<file path="src/rtl/button_event_unit.sv">
// Button event unit: per-channel debounce / short / long press detection,
// event queue and an AHB-Lite register slave.
module button_event_unit #(
  parameter int NUM_BTN     = 4,
  parameter int DEB_CYCLES  = 900,
  parameter int LONG_CYCLES = 16000,
  parameter int FIFO_DEPTH  = 8
) (
  input  logic               HCLK,
  input  logic               HRESET,
  input  logic [31:0]        HADDR,
  input  logic [31:0]        HWDATA,
  input  logic               HWRITE,
  input  logic               HREADY,
  input  logic               HSEL,
  input  logic [2:0]         HSIZE,
  input  logic [1:0]         HTRANS,
  input  logic [NUM_BTN-1:0] Btn,
  output logic [31:0]        HRDATA,
  output logic               HREADYOUT,
  output logic               Irq
);
  localparam int CNTW = $clog2(LONG_CYCLES + 1);
  localparam int PW   = $clog2(FIFO_DEPTH);
  localparam int CW   = PW + 1;

  typedef enum logic [1:0] {IDLE, DEBOUNCE, HELD, LONG} state_t;

  logic [NUM_BTN-1:0] sync1, line, armed;
  logic [1:0]         warm;
  state_t             state [NUM_BTN];
  state_t             state_nxt [NUM_BTN];
  logic [CNTW-1:0]    cnt [NUM_BTN];
  logic [CNTW-1:0]    cnt_nxt [NUM_BTN];
  logic [NUM_BTN-1:0] short_set, long_set, short_pend, long_pend;
  logic [NUM_BTN-1:0] sel_oh, short_clr, long_clr, en_mask, pressed;
  logic               found, sel_long, irq_en, ovf;
  logic [2:0]         sel_idx;
  logic [8:0]         mem [FIFO_DEPTH];
  logic [PW-1:0]      wr_ptr, rd_ptr;
  logic [CW-1:0]      count;
  logic               full, empty, pop, do_push, drop;
  logic               a_vld, a_write;
  logic [1:0]         a_addr;
  logic [31:0]        rd_c, rd_e;

  wire unused_ok = ^{HADDR[31:4], HADDR[1:0], HSIZE, HTRANS[0], HWDATA};

  assign HREADYOUT = 1'b1;
  assign full      = (count == CW'(FIFO_DEPTH));
  assign empty     = (count == '0);
  assign Irq       = irq_en & ~empty;

  // Two-flop synchroniser (idle-high); warm marks when sync output is real input.
  always_ff @(posedge HCLK) begin
    if (HRESET) begin
      sync1 <= '1;
      line  <= '1;
      warm  <= '0;
      armed <= '0;
    end else begin
      sync1 <= Btn;
      line  <= sync1;
      warm  <= {warm[0], 1'b1};
      // A channel only accepts a press after it has been seen released,
      // so a button held through reset stays silent.
      armed <= armed | ({NUM_BTN{warm[1]}} & line);
    end
  end

  // Per-channel press FSM next state, counters and event raises.
  always_comb begin
    for (int i = 0; i < NUM_BTN; i++) begin
      state_nxt[i] = state[i];
      cnt_nxt[i]   = cnt[i];
      short_set[i] = 1'b0;
      long_set[i]  = 1'b0;
      pressed[i]   = (state[i] == HELD) || (state[i] == LONG);
      case (state[i])
        IDLE: begin
          cnt_nxt[i] = '0;
          if (armed[i] && !line[i]) begin
            state_nxt[i] = DEBOUNCE;
            cnt_nxt[i]   = CNTW'(1);
          end
        end
        DEBOUNCE: begin
          if (line[i]) begin
            state_nxt[i] = IDLE;
            cnt_nxt[i]   = '0;
          end else begin
            cnt_nxt[i] = cnt[i] + CNTW'(1);
            if (cnt[i] == CNTW'(DEB_CYCLES)) begin
              state_nxt[i] = HELD;
              short_set[i] = en_mask[i];
            end
          end
        end
        HELD: begin
          if (line[i]) begin
            state_nxt[i] = IDLE;
            cnt_nxt[i]   = '0;
          end else if (cnt[i] == CNTW'(LONG_CYCLES)) begin
            state_nxt[i] = LONG;
            long_set[i]  = en_mask[i];
          end else begin
            cnt_nxt[i] = cnt[i] + CNTW'(1);
          end
        end
        default: begin
          // LONG: counter holds at LONG_CYCLES until release.
          if (line[i]) begin
            state_nxt[i] = IDLE;
            cnt_nxt[i]   = '0;
          end
        end
      endcase
    end
  end

  // Per-channel FSM state and counter registers.
  always_ff @(posedge HCLK) begin
    for (int i = 0; i < NUM_BTN; i++) begin
      if (HRESET) begin
        state[i] <= IDLE;
        cnt[i]   <= '0;
      end else begin
        state[i] <= state_nxt[i];
        cnt[i]   <= cnt_nxt[i];
      end
    end
  end

  // Arbiter: lowest pending channel wins; SHORT drains before LONG.
  always_comb begin
    found   = 1'b0;
    sel_oh  = '0;
    sel_idx = '0;
    for (int i = NUM_BTN - 1; i >= 0; i--) begin
      if (short_pend[i] || long_pend[i]) begin
        found     = 1'b1;
        sel_oh    = '0;
        sel_oh[i] = 1'b1;
        sel_idx   = 3'(i);
      end
    end
    short_clr = sel_oh & short_pend;
    long_clr  = sel_oh & ~short_pend & long_pend;
    sel_long  = |long_clr;
  end

  assign pop     = a_vld && !a_write && (a_addr == 2'd0) && !empty;
  assign do_push = found && (!full || pop);
  assign drop    = found && full && !pop;

  // Pending flags, FIFO, overflow and control registers.
  always_ff @(posedge HCLK) begin
    if (HRESET) begin
      short_pend <= '0;
      long_pend  <= '0;
      wr_ptr     <= '0;
      rd_ptr     <= '0;
      count      <= '0;
      ovf        <= 1'b0;
      en_mask    <= '1;
      irq_en     <= 1'b0;
    end else begin
      // Masking with the current enable drops flags of disabled channels.
      short_pend <= ((short_pend & ~short_clr) | short_set) & en_mask;
      long_pend  <= ((long_pend & ~long_clr) | long_set) & en_mask;
      if (do_push) begin
        mem[wr_ptr] <= {sel_long, 5'b0, sel_idx};
        wr_ptr      <= wr_ptr + PW'(1);
      end
      if (pop) rd_ptr <= rd_ptr + PW'(1);
      if (do_push && !pop)      count <= count + CW'(1);
      else if (!do_push && pop) count <= count - CW'(1);
      if (drop)
        ovf <= 1'b1;
      else if (a_vld && a_write && a_addr == 2'd1 && HWDATA[31])
        ovf <= 1'b0;
      if (a_vld && a_write && a_addr == 2'd3) begin
        en_mask <= HWDATA[NUM_BTN-1:0];
        irq_en  <= HWDATA[31];
      end
    end
  end

  // AHB address phase capture; data phase follows with no wait states.
  always_ff @(posedge HCLK) begin
    if (HRESET) begin
      a_vld   <= 1'b0;
      a_write <= 1'b0;
      a_addr  <= '0;
    end else begin
      a_vld   <= HSEL && HREADY && HTRANS[1];
      a_write <= HWRITE;
      a_addr  <= HADDR[3:2];
    end
  end

  // Read mux for the data phase.
  always_comb begin
    rd_c = '0;
    rd_e = '0;
    HRDATA = '0;
    rd_e[NUM_BTN-1:0] = en_mask;
    rd_e[31] = irq_en;
    rd_c[NUM_BTN-1:0] = pressed;
    if (a_vld && !a_write) begin
      case (a_addr)
        2'd0:    HRDATA = empty ? 32'h0 : {1'b1, 22'b0, mem[rd_ptr]};
        2'd1:    HRDATA = {ovf, 13'b0, full, empty, 10'b0, 6'(count)};
        2'd2:    HRDATA = rd_c;
        default: HRDATA = rd_e;
      endcase
    end
  end
endmodule

</file>
<file path="config.mk">
export PLATFORM = sky130hd
export DESIGN_NAME = button_event_unit
export DESIGN_NICKNAME = d
export VERILOG_FILES = /design/src/rtl/button_event_unit.sv
export SDC_FILE = /design/constraint.sdc
export NUM_CORES = 1
export LEC_CHECK = 0
export BUFFER_PORTS_ARGS = -buffer_cell sky130_fd_sc_hd__buf_4
export CORE_MARGIN = 2
export CORE_UTILIZATION = 50
export DETAILED_ROUTE_END_ITERATION = 7
export PLACE_DENSITY = 0.81
export SETUP_SLACK_MARGIN = 0.1
export SYNTH_ARGS = -nofsm -noshare
export SYNTH_HDL_FRONTEND = slang
export SYNTH_SLANG_ARGS = --single-unit
</file>
<file path="constraint.sdc">
create_clock -name HCLK -period 2.95 [get_ports HCLK]
set_clock_uncertainty 0.1 [all_clocks]
set_input_delay 0.295 -clock HCLK [delete_from_list [all_inputs] [get_ports HCLK]]
set_output_delay 0.295 -clock HCLK [all_outputs]
set_load 0.05 [all_outputs]
</file>
==> impl_results.md, run 1 <==
* Max-cap check violation count at 0
* RSZ-0062 raised after global routing: true
* Crit path time final at 2770 ps
* Post-Synth Simple-Gate Area at 0.257
* Remaining DRCs at 0
* Drt first-iter violations at 529
* Placer Congestion at 0.862
* Site Rows at 43
* Yosys top cell area share at 0.306
* Adder-Cell Fraction of Synth Area at 0.0572
* Crit path launch type: register
* Via-to-Cell Ratio at 5.78
* I/O pin count at 112
* Seq cells post-synth at 133
* Avg Cell Area, Syn at 8.97 sq um
* Ys flop type: dfxtp_1
* Clock Tree Buf Depth at 2
* Max FO, Critical Path at 6
* Tightest Pin Transition at 913 ps
* FF-to-FF setup slack at 180 ps
* Post-synth EDFFs at 24
* Clock sink total at 133
* # nets final at 952
* Netlist Area Pre-Place at 7130 sq um
* Delay of the slowest critical-path stage at 340 ps
* Status: completed
* XOR/XNOR Fraction of Synth Area at 0.00860
* Pleak at 3.08 nW
* Full die area at 15200 sq um
* CP endpoint kind: register
* Area contributors post-synth: dfxtp_1 (31%), edfxtp_1 (10%), ha_1 (5.4%), nand2_1 (3.7%), nor2_1 (3.6%)
* Clock latency on the worst-skew pair at 420 ps
* CP max-delay cell: dfxtp_1
* Register area at 2910 sq um
* Post-DP HPWL at 10800 um
* DRT Wirelength at 15300 um
* Setup TNS at 0 ps
* CP top delay family: compound AO/OA/AOI/OAI gates
* Inserted Diodes at 0
* Power per cell area at 533 nW/um^2
* Antenna violations before repair at 0
* Fill count at 1173
* Maximum VDD drop at 0.492 mV
* Initial Util at 0.514
* Ys async rst share at 0
* HP Class: in -> reg
* I/O Buffers at 25
* Vias in the first global route at 5232
* Num CTS Buffers at 17
* Sequential area share after synthesis at 0.407
* Final period utilization at 0.937
* Mux share of post-synthesis cell area at 0.0361
* Layout area overhead at 15.0%
* Area leader, netlist: dfxtp_1
* DIE WIDTH at 123 um
* CP cell instances: nand2b_4, o311a_1, a21o_1, inv_1, ha_1, inv_1, ha_1, a21o_1, a21oi_2, xnor2_1, or3_1, a21oi_1
* Library cells used by synthesis at 76
* Largest family of logic cells by synthesized area: simple AND/OR/NAND/NOR gates
* Overflow after GRT at 0
* Setup-failing EPs final at 0
* Chip Height at 123 um
* Synthesized instance count at 795
* Worst path required time at 3200 ps
* Max-slew headroom at 0.386
* Layout cells sized above 1 at 0.147
* Post-route ant nets at 0
* Clk root buf: clkbuf_16
* Maximum clock frequency at 362 MHz
* Worst EP arrival at 3020 ps
* Drt pass-1 iters at 5
* Final core utilization at 0.591
* Max Slew Vio Count at 0
* TritonCTS clock tree: yes
* H-tree Lvls at 4
* Global Route Usage Sum at 0.208
* Largest net degree at the start of global routing at 26
* Multi-input logic area at 3930 sq um
* Core area at 13900 sq um
* Synth warn at 0
* Number of buffers and inverters on the critical path at 2
* Clk slew on worst S/H paths at 60 ps
* Avg WL per Cell at 14.8 um
* Compound-Gate Fraction of Synth Area at 0.174
* Setup CP Type: reg -> reg
* Final hold viol count at 0
* First-pass GRT wire length at 25100 um
* Via count at 5986
[per-stage QoR]
stage / instance area (sq um) / power [mW] / hold slack [ps] / cells / setup slack (ps)
after floorplan: 7220 / 2.21 / 289 / 818 / 327
after global placement: 7460 / 2.25 / 291 / 993 / 152
after detailed placement: 7460 / 2.25 / 293 / 993 / 13.7
after CTS: 8160 / 4.40 / 15.7 / 1033 / 120
after global routing: 8200 / 4.53 / 15.2 / 1035 / 52.1
final: 8200 / 4.37 / 20.0 / 1035 / 184
[placed cells by master, fill, tap and decap left out, drive strengths merged, types with 4 or more instances in the layout]
cell | synthesis | routed
inv | 26 | 29
nand3b | 5 | 5
nand2 | 70 | 70
nor3 | 20 | 20
dfxtp | 109 | 109
nor4 | 21 | 21
a31oi | 19 | 19
or2 | 13 | 13
or3b | 7 | 7
a22oi | 9 | 9
clkbuf | 19 | 19
o21ai | 44 | 44
nor2b | 13 | 13
nand3 | 33 | 33
nand4 | 10 | 10
dlygate4sd3 | 0 | 8
buf | 31 | 47
o41ai | 7 | 7
o31ai | 17 | 17
nand4b | 8 | 8
o21a | 4 | 4
nor2 | 68 | 68
or3 | 12 | 12
and3 | 11 | 11
conb | 2 | 25
a211o | 7 | 7
or4 | 11 | 11
and4 | 4 | 4
a21o | 8 | 8
mux2i | 10 | 10
o22ai | 4 | 4
mux4 | 6 | 6
a21oi | 47 | 47
xor2 | 4 | 4
ha | 31 | 31
clkinv | 1 | 5
nand2b | 14 | 14
edfxtp | 24 | 24
[report_power, final]
part | switching [mW] | total, mW | internal (mW)
clock | 0.796 | 2.14 | 1.34
sequential | 0.0273 | 1.89 | 1.87
combinational | 0.221 | 0.338 | 0.117
[cell usage after synthesis, types with 3 or more instances]
master and n:
dfxtp_1 109, nand2_1 70, nor2_1 68, a21oi_1 47, o21ai_0 44, nand3_1 33, ha_1 31, inv_1 26
buf_4 25, edfxtp_1 24, nor3_1 20, a31oi_1 19, nor4_1 18, clkbuf_1 17, o31ai_1 17, nand2b_1 14
nor2b_1 13, or2_2 13, and3_1 11, or3_1 11, mux2i_1 10, nand4_1 10, a22oi_1 9, nand4b_1 8
a211o_1 7, a21o_1 7, or4_1 7, mux4_2 6, o41ai_1 6, or3b_2 6, nand3b_1 5, and4_1 4
o21a_1 4, o22ai_1 4, or4_4 4, xor2_1 4, a211oi_1 3, and2_1 3, buf_2 3, buf_6 3
o211ai_1 3, o22a_1 3, o31a_1 3, xnor2_1 3
[registers in the layout, summed over array words and instances, names as in the netlist, 4 cells and up, named ones only]
register    count
armed           4
count           4
mem            24
short_pend      4
state           8
long_pend       4
sync1           4
line            4
en_mask         4
cnt            56
[cell families (layout without fill, tap and decap cells)]
kind of cell,count (synthesis),in the layout
other,2,25
buffers and inverters,77,114
multiplexers,18,18
flip-flops,133,133
adder cells (fa/ha/maj),32,32
AND/OR/NAND/NOR,334,334
AO/OA/AOI/OAI,192,192
XOR/XNOR,7,7
[what timing repair did]
action,4_1_cts,5_1_grt
buffers inserted,0,2
resized for setup,2,6
pin swaps,0,1
gates cloned,0,0
endpoints found under the setup margin,1,2
hold buffers,8,0
endpoints found under the hold margin,8,0
[tightest hold or removal path: cells and delay by family]
family / cells / cell delay (ps)
buffers and inverters: 1 / 90
muxes: 1 / 60
and+or+nand+nor: 1 / 60
[worst paths after layout]
kind,start,end,depth (start not counted)
max,a_write,count[3],12
min,HWDATA[0],en_mask[0],3
max reg2reg,a_write,count[3],12
min reg2reg,sync1[1],line[1],1
[layer usage]
metal  global-route usage  up-vias  share of wire
met2                0.332      153           0.47
li1                     -     2988              -
met3               0.0507       17          0.048
met1                0.279     2828           0.47
met4               0.0618        0          0.011
met5                    0        -              0
[cell type report]
class,count,share of cell area
timing repair buffer,55,0.0528
inverter,27,0.0124
tap,180,0.0275
sequential,133,0.354
clock inverter,13,0.0212
clock buffer,19,0.0528
multi-input combinational,608,0.479
(Power assumes the default switching activity.)
==> run 2: changes to the inputs <==
Settings changed: BUFFER_PORTS_ARGS -buffer_cell sky130_fd_sc_hd__buf_4 to not set, DONT_BUFFER_PORTS set to 1, PLACE_DENSITY 0.81 to 0.74.
==> run 2 against run 1 <==
Net effect: total power fell by 0.66%; highest routed layer unchanged; sequential power about the same; global-route usage is 0.43 points higher; combinational power down 5%; die area unchanged; flip-flop and latch count is the same; critical endpoint unchanged; setup slack improved by 76 ps; critical path depth unchanged; sequential share of layout area increased by 0.48 points; maximum frequency increased by 2.8%; critical path type unchanged.
==> impl_results.md, run 2 (synthesis gave the netlist of run 1 again) <==
* Status: completed
* GRT busiest layer: met2
* Num CTS Buffers at 17 (unchanged)
* Max Slew Vio Count at 0 (unchanged)
* Setup-failing EPs final at 0 (unchanged)
* Max FO, Critical Path at 5 (-1)
* Sw Share at 0.234 (-0.00541)
* I/O Buffers at 0 (-100%)
* Switch Pwr at 1.01 mW (-2.9%)
* I/O pin count at 112 (unchanged)
* Site Rows at 43 (unchanged)
* Worst r2r dst: count[3]
* Antenna violations before repair at 0 (unchanged)
* HP Class: in -> reg
* Final hold viol count at 0 (unchanged)
* CP endpoint kind: register
* Comb power frac at 0.074 (-0.003)
* FF-to-FF setup slack at 260 ps (+80 ps)
* Vias in the first global route at 5341 (+2.1%)
* Post-route ant nets at 0 (unchanged)
* Top reg by flops: cnt
* R2R depth at 12 (unchanged)
* Worst EP arrival at 2940 ps (-80 ps)
* Most frequent cells in the layout: dfxtp_1 (106), nand2_1 (70), nor2_1 (68)
* Full die area at 15200 sq um (unchanged)
* Max-cap check violation count at 0 (unchanged)
* Post-DP HPWL at 10300 um (-4.1%)
* DRT Wirelength at 15400 um (+0.52%)
* Overflow after GRT at 0 (unchanged)
* Crit path launch type: register
* Drt first-iter violations at 517 (-2.3%)
* Crit path time final at 2690 ps (-75.8 ps)
* Via-to-Cell Ratio at 5.80 (+0.26%)
* Final Non-Filler Cells at 1017 (-1.7%)
* H-tree Lvls at 4 (unchanged)
* Maximum clock frequency at 372 MHz (+2.8%)
* Via count at 5897 (-1.5%)
* Global Route Usage Sum at 0.212 (+0.00428)
* Clock Tree Buf Depth at 2 (unchanged)
* Seq pwr share at 0.436 (+0.002)
* TritonCTS clock tree: yes
* # nets final at 934 (-1.9%)
* Layout cells sized above 1 at 0.122 (-0.0255)
* Final period utilization at 0.912 (-0.0257)
* Inserted Diodes at 0 (unchanged)
* RSZ-0062 raised after global routing: false
* Placed insts at 969 (-2.4%)
* Total power at 4.34 mW (-0.66%)
* Internal power at 3.33 mW (about the same)
* Maximum VDD drop at 0.402 mV (-18%)
* Met3 usage at 0.0544 (+0.00369)
* Remaining DRCs at 0 (unchanged)
* Tightest Pin Transition at 1030 ps (+116 ps)
* Setup CP Type: reg -> reg
* Setup crit end: count[3]
* Clock sink total at 133 (unchanged)
* Clk pwr share at 0.490 (about the same)
* Most common cell after layout, fill and taps aside: dfxtp_1
* Pleak at 2.99 nW (-2.8%)
* Largest net degree at the start of global routing at 50 (+92%)
* M2 GR Usage at 0.329 (-0.00309)
* Max-slew headroom at 0.308 (-0.0782)
* Chip Height at 123 um (unchanged)
* R2R Path Start: a_write
* Grt met1 use at 0.290 (+0.0112)
* Setup TNS at 0 ps (unchanged)
* Largest regs: cnt: 56 flops, mem: 24 flops, state: 8 flops
* First-pass GRT wire length at 25500 um (+1.7%)
* Fill count at 1226 (+4.5%)
* Avg WL per Cell at 15.1 um (+2.3%)
* Worst path required time at 3200 ps (about the same)
* Core area at 13900 sq um (unchanged)
* Drt pass-1 iters at 6 (+1)
* Power per cell area at 536 nW/um^2 (+0.65%)
* DIE WIDTH at 123 um (unchanged)
* Placer Congestion at 0.845 (-1.9%)
* Clk root buf: clkbuf_16
* Clk slew on worst S/H paths at 60 ps (about the same)
* Max reg flops at 56 (unchanged)
* CP Launch Point: a_write
* Clock latency on the worst-skew pair at 420 ps (about the same)
* Layout area overhead at 13.5%
* Initial Util at 0.514 (unchanged)
## run 2: worst max-delay path, cell delays in order, from the launching register on
cell and delay [ps]:
dfxtp_1 330, nand2b_4 160, o311a_1 340, a21o_1 190, inv_2 100, ha_2 190, inv_1 80, ha_1 270
a21o_1 190, a21oi_2 140, xnor2_1 80, or3_1 310, a21oi_1 140
## run 2: power groups by stage
stage	sequential (mW)	clock, mW	combinational, mW
floorplan	1.92	0	0.286
global placement	1.93	0	0.285
detailed placement	1.93	0	0.286
CTS	1.89	2.17	0.319
global route	1.90	2.25	0.354
finish	1.89	2.12	0.321
## run 2: how the worst min path moves through the flow
stage	from	to	slack [ps]	cells past startpoint
2_1_floorplan	sync1[0]	line[0]	290	1
3_3_place_gp	HRESET	a_addr[1]	270	1
3_5_place_dp	HRESET	a_addr[1]	280	1
4_1_cts	HRESET	cnt[1][0]	7	2
5_1_grt	HRESET	cnt[1][0]	10	2
6_report	HWDATA[31]	ovf	20	3
## run 2: stage by stage
stage,hold slack [ps],utilization,instance area [sq um],worst slack [ps]
after floorplan,289,-,7220,327
after global placement,273,0.525,7280,209
after detailed placement,275,0.525,7280,176
after CTS,6.95,0.580,8050,163
after global routing,11.1,0.583,8100,117
final,17.0,0.583,8100,260
## run 2: area by class of cell
| cell class | instances | area, sq um | share of cell area |
|---|---|---|---|
| multi-input cells | 608 | 3940 | 0.486 |
| inverters | 27 | 101 | 0.0125 |
| repair buffers | 37 | 328 | 0.0405 |
| clock inverters | 12 | 153 | 0.0189 |
| flip-flops and latches | 133 | 2910 | 0.359 |
| well taps | 180 | 225 | 0.0278 |
| clock buffers | 20 | 447 | 0.0552 |
## run 2: repair_timing
item | CTS | global route
setup buffers | 0 | 0
resized for setup | 1 | 10
hold buffers | 16 | 0
hold endpoints to repair | 54 | 0
cloned | 0 | 0
endpoints found under the setup margin | 1 | 1
## run 2: layer usage
metal,routed length [um],vias up
met5,0,-
met4,220,0
met3,649,20
met2,7060,144
met1,7440,2777
li1,-,2956
